[config.mk]
export PLATFORM = sky130hd
export DESIGN_NAME = sha256_hash_state
export DESIGN_NICKNAME = d
export VERILOG_FILES = /design/src/rtl/sha256_hash_state.sv
export SDC_FILE = /design/constraint.sdc
export NUM_CORES = 1
export LEC_CHECK = 0
export ABC_AREA = 1
export ABC_CLOCK_PERIOD_IN_PS = 13100
export CAP_MARGIN = 20
export CORE_MARGIN = 2
export CORE_UTILIZATION = 55
export CTS_CLUSTER_DIAMETER = 120
export DETAILED_ROUTE_END_ITERATION = 7
export PLACE_DENSITY = 0.94
export RECOVER_POWER = 50
export SLEW_MARGIN = 20
export SYNTH_ARGS = -nofsm -noshare
export SYNTH_HDL_FRONTEND = slang
export SYNTH_SLANG_ARGS = --single-unit
[constraint.sdc]
create_clock -name clk -period 13.1 [get_ports clk]
set_input_delay 2.62 -clock clk [delete_from_list [all_inputs] [get_ports clk]]
set_output_delay 2.62 -clock clk [all_outputs]
set_load 0.03 [all_outputs]
[src/rtl/sha256_hash_state.sv]
// sha256_hash_state: SHA-2 chaining-value register bank with IV load, per-block add and held digest.
//  Holds NUM_WORDS H words. start loads the SHA-256 or SHA-224 IV, clears the
//  block count and enters ACTIVE. Each accepted block adds its a..h words into
//  H modulo 2^WORD_W. After the last block, the state moves to DONE and the
//  digest is held until digest_ack.
//  Ports:
//   clk, rst          rising-edge clock, asynchronous active-high reset
//   start, mode_224   load IV (mode_224 selects the SHA-224 IV), enter ACTIVE
//   work_valid/ready  block handshake; work_in carries a..h with a at the MSB word
//   work_last         the accepted block ends the message
//   digest            current H with H0 at the MSB word
//   digest_valid      final digest held; digest_ack releases it
//   blk_count         saturating count of blocks accumulated since start
//   busy              state is not IDLE
module sha256_hash_state #(
    parameter int WORD_W    = 32,
    parameter int NUM_WORDS = 8,
    parameter int CNT_W     = 16
) (
    input  logic                        clk,
    input  logic                        rst,
    input  logic                        start,
    input  logic                        mode_224,
    input  logic                        work_valid,
    output logic                        work_ready,
    input  logic [NUM_WORDS*WORD_W-1:0] work_in,
    input  logic                        work_last,
    output logic [NUM_WORDS*WORD_W-1:0] digest,
    output logic                        digest_valid,
    input  logic                        digest_ack,
    output logic [CNT_W-1:0]            blk_count,
    output logic                        busy
);
    typedef enum logic [1:0] {IDLE, ACTIVE, DONE} state_t;

    localparam logic [31:0] IV256 [8] = '{
        32'h6a09e667, 32'hbb67ae85, 32'h3c6ef372, 32'ha54ff53a,
        32'h510e527f, 32'h9b05688c, 32'h1f83d9ab, 32'h5be0cd19
    };
    localparam logic [31:0] IV224 [8] = '{
        32'hc1059ed8, 32'h367cd507, 32'h3070dd17, 32'hf70e5939,
        32'hffc00b31, 32'h68581511, 32'h64f98fa7, 32'hbefa4fa4
    };

    state_t            state_q, state_d;
    logic [WORD_W-1:0] h_q [NUM_WORDS];
    logic [WORD_W-1:0] h_d [NUM_WORDS];
    logic [CNT_W-1:0]  cnt_q, cnt_d;
    logic              accept;

    function automatic logic [WORD_W-1:0] iv_word(input logic m, input logic [2:0] i);
        return WORD_W'(m ? IV224[i] : IV256[i]);
    endfunction

    assign accept = work_valid && (state_q == ACTIVE);

    // start wins over a same-edge accept, so the colliding block is dropped
    always_comb begin
        state_d = state_q;
        h_d     = h_q;
        cnt_d   = cnt_q;
        if (start) begin
            state_d = ACTIVE;
            cnt_d   = '0;
            for (int i = 0; i < NUM_WORDS; i++) h_d[i] = iv_word(mode_224, 3'(i));
        end else if (accept) begin
            for (int i = 0; i < NUM_WORDS; i++)
                h_d[i] = h_q[i] + work_in[(NUM_WORDS-1-i)*WORD_W +: WORD_W];
            cnt_d   = (&cnt_q) ? cnt_q : cnt_q + 1'b1;
            state_d = work_last ? DONE : ACTIVE;
        end else if (state_q == DONE && digest_ack) begin
            state_d = IDLE;
        end
    end

    always_ff @(posedge clk or posedge rst) begin
        if (rst) begin
            state_q <= IDLE;
            cnt_q   <= '0;
            for (int i = 0; i < NUM_WORDS; i++) h_q[i] <= iv_word(1'b0, 3'(i));
        end else begin
            state_q <= state_d;
            cnt_q   <= cnt_d;
            for (int i = 0; i < NUM_WORDS; i++) h_q[i] <= h_d[i];
        end
    end

    assign work_ready   = (state_q == ACTIVE);
    assign digest_valid = (state_q == DONE);
    assign busy         = (state_q != IDLE);
    assign blk_count    = cnt_q;

    for (genvar g = 0; g < NUM_WORDS; g++) begin : g_dig
        assign digest[(NUM_WORDS-1-g)*WORD_W +: WORD_W] = h_q[g];
    end
endmodule

==> results of run 1 <==
metal layers:
layer / vias to the layer above / routed length [um] / part of all wire / GRT usage
li1: 16535 / - / - / -
met5: - / 80 / 0.00071 / 0
met3: 406 / 9910 / 0.088 / 0.0834
met1: 15464 / 44700 / 0.40 / 0.480
met4: 12 / 7120 / 0.063 / 0.233
met2: 1642 / 50900 / 0.45 / 0.654
cells in the mapped netlist, types with 3 or more instances:
library cell / instances / area, um2
a21o_1: 8 / 60.1
a21boi_0: 4 / 30.0
xnor2_1: 15 / 131
nand3_1: 333 / 1670
inv_2: 3 / 11.3
buf_4: 7 / 52.6
o221a_2: 5 / 56.3
nor2_4: 3 / 33.8
a21oi_1: 209 / 1050
clkbuf_1: 21 / 78.8
o31ai_1: 8 / 60.1
nand2_1: 2089 / 7840
nor3_1: 45 / 225
dfrtp_1: 138 / 3450
o21bai_1: 25 / 188
dfstp_2: 136 / 3570
nand4_1: 34 / 213
or2_2: 31 / 194
nand3b_1: 17 / 128
buf_2: 41 / 205
inv_1: 894 / 3360
o21ai_0: 130 / 651
o21a_1: 3 / 22.5
ha_1: 249 / 3120
o22a_1: 6 / 52.6
and3_1: 3 / 18.8
xor2_1: 71 / 622
nor2_1: 422 / 1580
o22ai_1: 27 / 169
fa_1: 8 / 160
and2_1: 8 / 50.1
layout make-up:
cell class              instances  area (um2)
clock buffers                  58        1200
repair buffers                547        5450
flip-flops and latches        274        7030
diodes                          8        20.0
clock inverters                12         260
fillers                      4727       15900
multi-input cells            3775       18500
well taps                     688         861
inverters                     897        3370
critical path: cells and delay by family:
family / cells / cell delay, ns
AND/OR/NAND/NOR: 3 / 0.81
buffers and inverters: 5 / 4.99
AO/OA/AOI/OAI: 1 / 0.14
registers in the layout, indices dropped and copies added (netlist names):
signal and flops:
digest 256, blk_count 16, state_q 2
power groups by stage:
stage / Sequential, mW / Clock, mW / Combinational [mW]
after global placement: 1.32 / 0 / 3.17
after CTS: 1.32 / 1.24 / 3.25
after global routing: 1.34 / 1.27 / 3.60
final: 1.33 / 1.23 / 3.28
after floorplan: 1.60 / 0 / 1.83
after detailed placement: 1.32 / 0 / 3.22
cells by family (layout without fill, tap and decap cells):
kind of cell    Yosys count  after routing
fa+ha+maj               257            257
compound gates          436            436
other cells               0              8
flops                   274            274
simple gates           2996           2996
buf+inv                 969           1514
xor+xnor                 86             86
through the flow:
stage	hold WS, ns	std cells	worst slack [ns]
2_1_floorplan	0.534	5018	3.15
3_3_place_gp	0.467	6181	7.71
3_5_place_dp	0.471	6181	7.65
4_1_cts	0.480	6251	8.21
5_1_grt	0.495	6256	4.77
6_report	0.480	6259	4.96
worst paths after layout:
kind / cells past startpoint / to / from / slack, ns
worst max-delay path: 9 / blk_count[3]$_DFFE_PP0P_ / start / 4.96
worst min-delay path: 2 / digest[253]$_DFFE_PP1P_ / digest[253]$_DFFE_PP1P_ / 0.48
worst max register to register: 5 / digest[64]$_DFFE_PP0P_ / state_q[1]$_DFFE_PP0P_ / 7.65
worst min register to register: 2 / digest[253]$_DFFE_PP1P_ / digest[253]$_DFFE_PP1P_ / 0.48
max in group asynchronous: 2 / digest[86]$_DFFE_PP0P_ / rst / 6.27
min in group asynchronous: 2 / digest[6]$_DFFE_PP0P_ / rst / 4.30
==> summary.md, run 1 <==
| Metric | Value |
|---|---|
| Combinational power share | 0.562 |
| Synth async-reset ratio | 1.00 |
| Total Wirelength | 113,000 um |
| Count of final setup violators | 0 |
| Post-synth top flop | dfrtp_1 |
| Slew @ Worst Pin | 5.71 ns |
| Routed vias | approximately 34,000 |
| CTS tree | built |
| Internal power | 3.03 mW |
| Core ar. | 0.0526 mm2 |
| CTS H-Tree Depth | 2 |
| Crit path cell chain | clkbuf_1 -> clkinvlp_2 -> clkbuf_1 -> clkbuf_1 -> nand2_1 -> inv_1 -> o21ai_0 -> nand2_1 -> nor2_1 |
| RSZ-0062 raised after global routing | no |
| Starting DRT DRC Count | 2,683 |
| Critical Path RT | 13.56 ns |
| Pwr/cell area | 159 mW/mm2 |
| Worst-Skew Late Latency | 0.58 ns |
| Synth Area in Compound Gates | 0.0831 |
| Max-Cap Viols | 6 |
| Post-Synth XOR/XNOR Area | 0.0257 |
| Post-CTS Setup Repair Bufs | 0 |
| Initial antenna violation count | 15 |
| Site row count | 84 |
| Mean routed wirelength per cell | between 15 and 20 um |
| Clk pwr share | 0.211 |
| Setup TNS Final | 0 ns |
| Leakage | 20.4 nW |
| Outcome | complete, but fails checks |
| Commonest non-fill, non-tap cells in the layout | nand2_1 (2,091), inv_1 (893), clkdlybuf4s50_1 (442), nor2_1 (423), nand3_1 (333) |
| Area growth, synth to finish | 25.3% |
| DR vias/cell | 5.44 |
| Crit Path Class | in -> reg |
| Psw | 2.81 mW |
| Adder-cell share of the synthesized area | 0.112 |
| Routed Antenna Nets | 0 |
| Hold crit path type | reg -> reg |
| Final Core Density | 0.698 |
| Maximum vdd drop | 0.000103 V |
| Mapped Area | 0.0293 mm2 |
| Vias in the first global route | 32,452 |
| Post-synth EDFFs | 0 |
| Total power | 5.84 mW |
| CP most frequent cell | clkbuf_1 |
| Synthesized flop and latch total | about 270 |
| Crit Path Max Fanout | 49 |
| Final instance area | 0.0367 mm2 |
| Crit. End Element | register |
| Largest family of logic cells by synthesized area | simple AND/OR/NAND/NOR gates |
| Slew headroom | -2.83 |
| Placer Congestion | around 1.0 |
| Critical path arrival | 8.60 ns |
| Final setup skew | 0.0152 ns |
| Die Width | 235 um |
| Maximum clock path buffer count | 3 |
| Cells after synthesis | 5,018 |
| Worst-path clk slew | 0.06 ns |
| Dpl hpwl | ~90,000 um |
| Number of library cell types mapped by synthesis | 50 |
| Starting density of the core | 0.557 |
| Yosys warning total | 0 |
| I/O Buffers | 537 |
| Layout cell share with drive strength beyond 1 | 0.0460 |
| IO Pins | about 540 |
| DP Area | 0.0353 mm2 |
| CTS Root Cell | clkbuf_16 |
| TritonRoute pass-1 iters | 6 |
| Nets | 6,053 |
| Synth Area in Simple Gates | 0.412 |
| Post-synthesis sequential area ratio | 0.240 |
| Mux cell area share after synthesis | 0 |
| Final Max Slew Viols | 330 |
| Post-Syn Nets | ~5,500 |
| Critical path's largest stage delay | 2.39 ns |
| Period utilization | 0.621 |
| Die Ht | 235 um |
| # DRC | 0 |
| Max frequency | 0.123 GHz |
| First-pass GRT wire length | ~170,000 um |
| Period minus WS final | 8.14 ns |
| Slowest CP cell | clkbuf_1 |
| Largest net degree at the start of global routing | 154 |
| Failing checks | capacitance limit, slew limit |
| Num CTS Buffers | 38 |
| Hold Buf Count CTS | 0 |
| Sw frac | 0.481 |
| Seq pwr share | 0.227 |
| CP startpoint kind | primary input |
| Final Hold Fails | 0 |
| Most common cell after layout, fill and taps aside | nand2_1 |
| Post-cts resize count | 0 |
| Synthesized area per cell | 5.84 um2 |
| Grt total ovfl | 0 |
| Total GRT Usage | 0.397 |
| Die Area | between 0.05 and 0.06 mm2 |
| Num Clock Sinks | 274 |
Power figures use the tool's default switching activity.
==> run 2: changes to the inputs <==
- ABC_CLOCK_PERIOD_IN_PS: 13100 -> 6900
- CORE_UTILIZATION: 55 -> 49
- PLACE_DENSITY: 0.94 -> 0.89
- clock period: 13.1 -> 6.9 ns (I/O delays scaled with it)
==> run 2 against run 1 <==
The run still ends with capacitance limit, slew limit left; via count decreased by 1.4%; clock skew rose by 0.0053 ns; final cell count increased by 1.2%; non-clock buffer count did not move; final area hardly changed; worst hold slack hardly changed; largest cell class unchanged; utilization down 7.7 points; global-route usage decreased by 6.0 points; highest routed layer unchanged; first-iteration DRC count rose by 2.0%.
==> summary.md, run 2 (synthesis results as in run 1) <==
| Metric | Value |
|---|---|
| Critical Path RT | 7.37 ns (-6.19 ns) |
| # DRC | 0 (unchanged) |
| Worst-path clk slew | 0.06 ns (about the same) |
| Initial antenna violation count | 8 (-7) |
| Post-CTS Setup Repair Bufs | 0 (unchanged) |
| Maximum vdd drop | 0.000252 V (+140%) |
| Slew @ Worst Pin | 3.76 ns (-1.95 ns) |
| Period utilization | 0.734 |
| Leakage | 20.4 nW (-0.14%) |
| Total GRT Usage | 0.338 (-0.0599) |
| DR vias/cell | 5.30 (-2.6%) |
| Site row count | 89 (+6.0%) |
| Worst-Skew Late Latency | 0.57 ns (about the same) |
| Die Width | 248 um (+5.8%) |
| IO Pins | 538 (unchanged) |
| Die Ht | 248 um (+5.8%) |
| Max frequency | 0.197 GHz |
| Placer Congestion | 1.02 (+1.6%) |
| Worst Slack Setup Final | 1.83 ns (-3.13 ns) |
| Hold crit path type | reg -> reg |
| Period minus WS final | 5.07 ns |
| Grt total ovfl | 0 (unchanged) |
| Setup TNS Final | 0 ns (unchanged) |
| Commonest non-fill, non-tap cells in the layout | nand2_1 (2,091), inv_1 (893), nor2_1 (422), clkdlybuf4s50_1 (417), nand3_1 (334) |
| First-pass GRT wire length | 168,000 um (-3.7%) |
| Crit. End Element | register |
| Max reg flops | 256 (unchanged) |
| Routed vias | 33,587 (-1.4%) |
| Slew headroom | -1.51 (+1.32) |
| CTS H-Tree Depth | 2 (unchanged) |
| Layout cell share with drive strength beyond 1 | 0.0462 (+0.000221) |
| Final Core Density | 0.621 (-0.0770) |
| Maximum clock path buffer count | 3 (unchanged) |
| Post-cts resize count | 0 (unchanged) |
| DP Worst Slack | 2.34 ns (-5.31 ns) |
| Most common cell after layout, fill and taps aside | nand2_1 |
| Max-Cap Viols | 2 (-4) |
| Crit Path Class | in -> reg |
| TritonRoute pass-1 iters | 8 (+2) |
| Area growth, synth to finish | 25.2% (about the same) |
| Total Wirelength | 108,000 um (-3.9%) |
| Largest net degree at the start of global routing | 139 (-9.7%) |
| CP startpoint kind | primary input |
| Crit Path Max Fanout | 108 (+120%) |
| Final Hold Fails | 0 (unchanged) |
| Critical path arrival | 5.54 ns (-3.06 ns) |
| Num CTS Buffers | 37 (-2.6%) |
| Failing checks | capacitance limit, slew limit |
| Outcome | complete, but fails checks |
| Area of the multi-input gates | 0.0185 mm2 (about the same) |
| Pwr/cell area | 294 mW/mm2 (+85%) |
| Total power | 10.8 mW (+85%) |
| CTS tree | built |
| Count of final setup violators | 0 (unchanged) |
| Core ar. | 0.0590 mm2 (+12%) |
| Routed Antenna Nets | 0 (unchanged) |
| Final Max Slew Viols | 276 (-16%) |
| Mean routed wirelength per cell | 17.1 um (-5.1%) |
| Starting density of the core | 0.496 (-0.0611) |
| Hold Buf Count CTS | 0 (unchanged) |
| Final setup skew | 0.0206 ns (+0.00534 ns) |
| Sequential cell area | 0.00703 mm2 (unchanged) |
| Die Area | 0.0617 mm2 (+12%) |
| CTS Root Cell | clkbuf_16 |
| Num Clock Sinks | 274 (unchanged) |
| I/O Buffers | 537 (unchanged) |
| Nets | 6,052 (-0.017%) |
| Vias in the first global route | 31,504 (-2.9%) |
| Dpl hpwl | 83,900 um (-4.3%) |
| Starting DRT DRC Count | 2,736 (+2.0%) |
| RSZ-0062 raised after global routing | no |
| Filler cells | 5,559 (+18%) |
[run 2: worst paths after layout]
kind,start,endpoint,slack (ns),cells past startpoint
max,work_valid,digest[139]$_DFFE_PP0P_,1.83,8
min,digest[165]$_DFFE_PP1P_,digest[165]$_DFFE_PP1P_,0.48,2
max reg2reg,state_q[1]$_DFFE_PP0P_,digest[139]$_DFFE_PP0P_,2.64,8
min reg2reg,digest[165]$_DFFE_PP1P_,digest[165]$_DFFE_PP1P_,0.48,2
max in group asynchronous,rst,digest[170]$_DFFE_PP0P_,2.04,3
min in group asynchronous,rst,blk_count[5]$_DFFE_PP0P_,2.45,3
[run 2: stage by stage]
stage                     hold slack [ns]  cell area, um2  instances
after floorplan                     0.534           29300       5018
after global placement              0.465           35400       6266
after detailed placement            0.473           35400       6266
after CTS                           0.479           36700       6331
after global routing                0.498           36700       6336
final                               0.480           36700       6337
[run 2: critical path: stages]
cell and delay (ns):
dlygate4sd3_1 0.64, nand2_4 0.14, nand2_1 1.06, inv_6 0.62, nor2_4 1.00, buf_12 0.33
inv_1 0.08, o21ai_0 0.16
[run 2: cell type report]
type | count | share of cell area
antenna | 6 | 0.000410
sequential | 274 | 0.192
clock inverter | 13 | 0.00618
inverter | 897 | 0.0921
timing repair buffer | 547 | 0.149
tap | 773 | 0.0264
multi-input combinational | 3775 | 0.505
clock buffer | 52 | 0.0292
[run 2: power breakdown]
group / internal (mW) / total, mW / switching [mW]
Sequential: 2.08 / 2.49 / 0.413
Combinational: 2.16 / 6.14 / 3.98
Clock: 1.31 / 2.14 / 0.830
[run 2: metal layers]
layer	vias to the layer above	part of all wire	GRT usage
li1	16506	-	-
met1	15262	0.40	0.427
met4	6	0.045	0.145
met2	1530	0.46	0.568
met5	-	0.00040	0
met3	283	0.088	0.0552
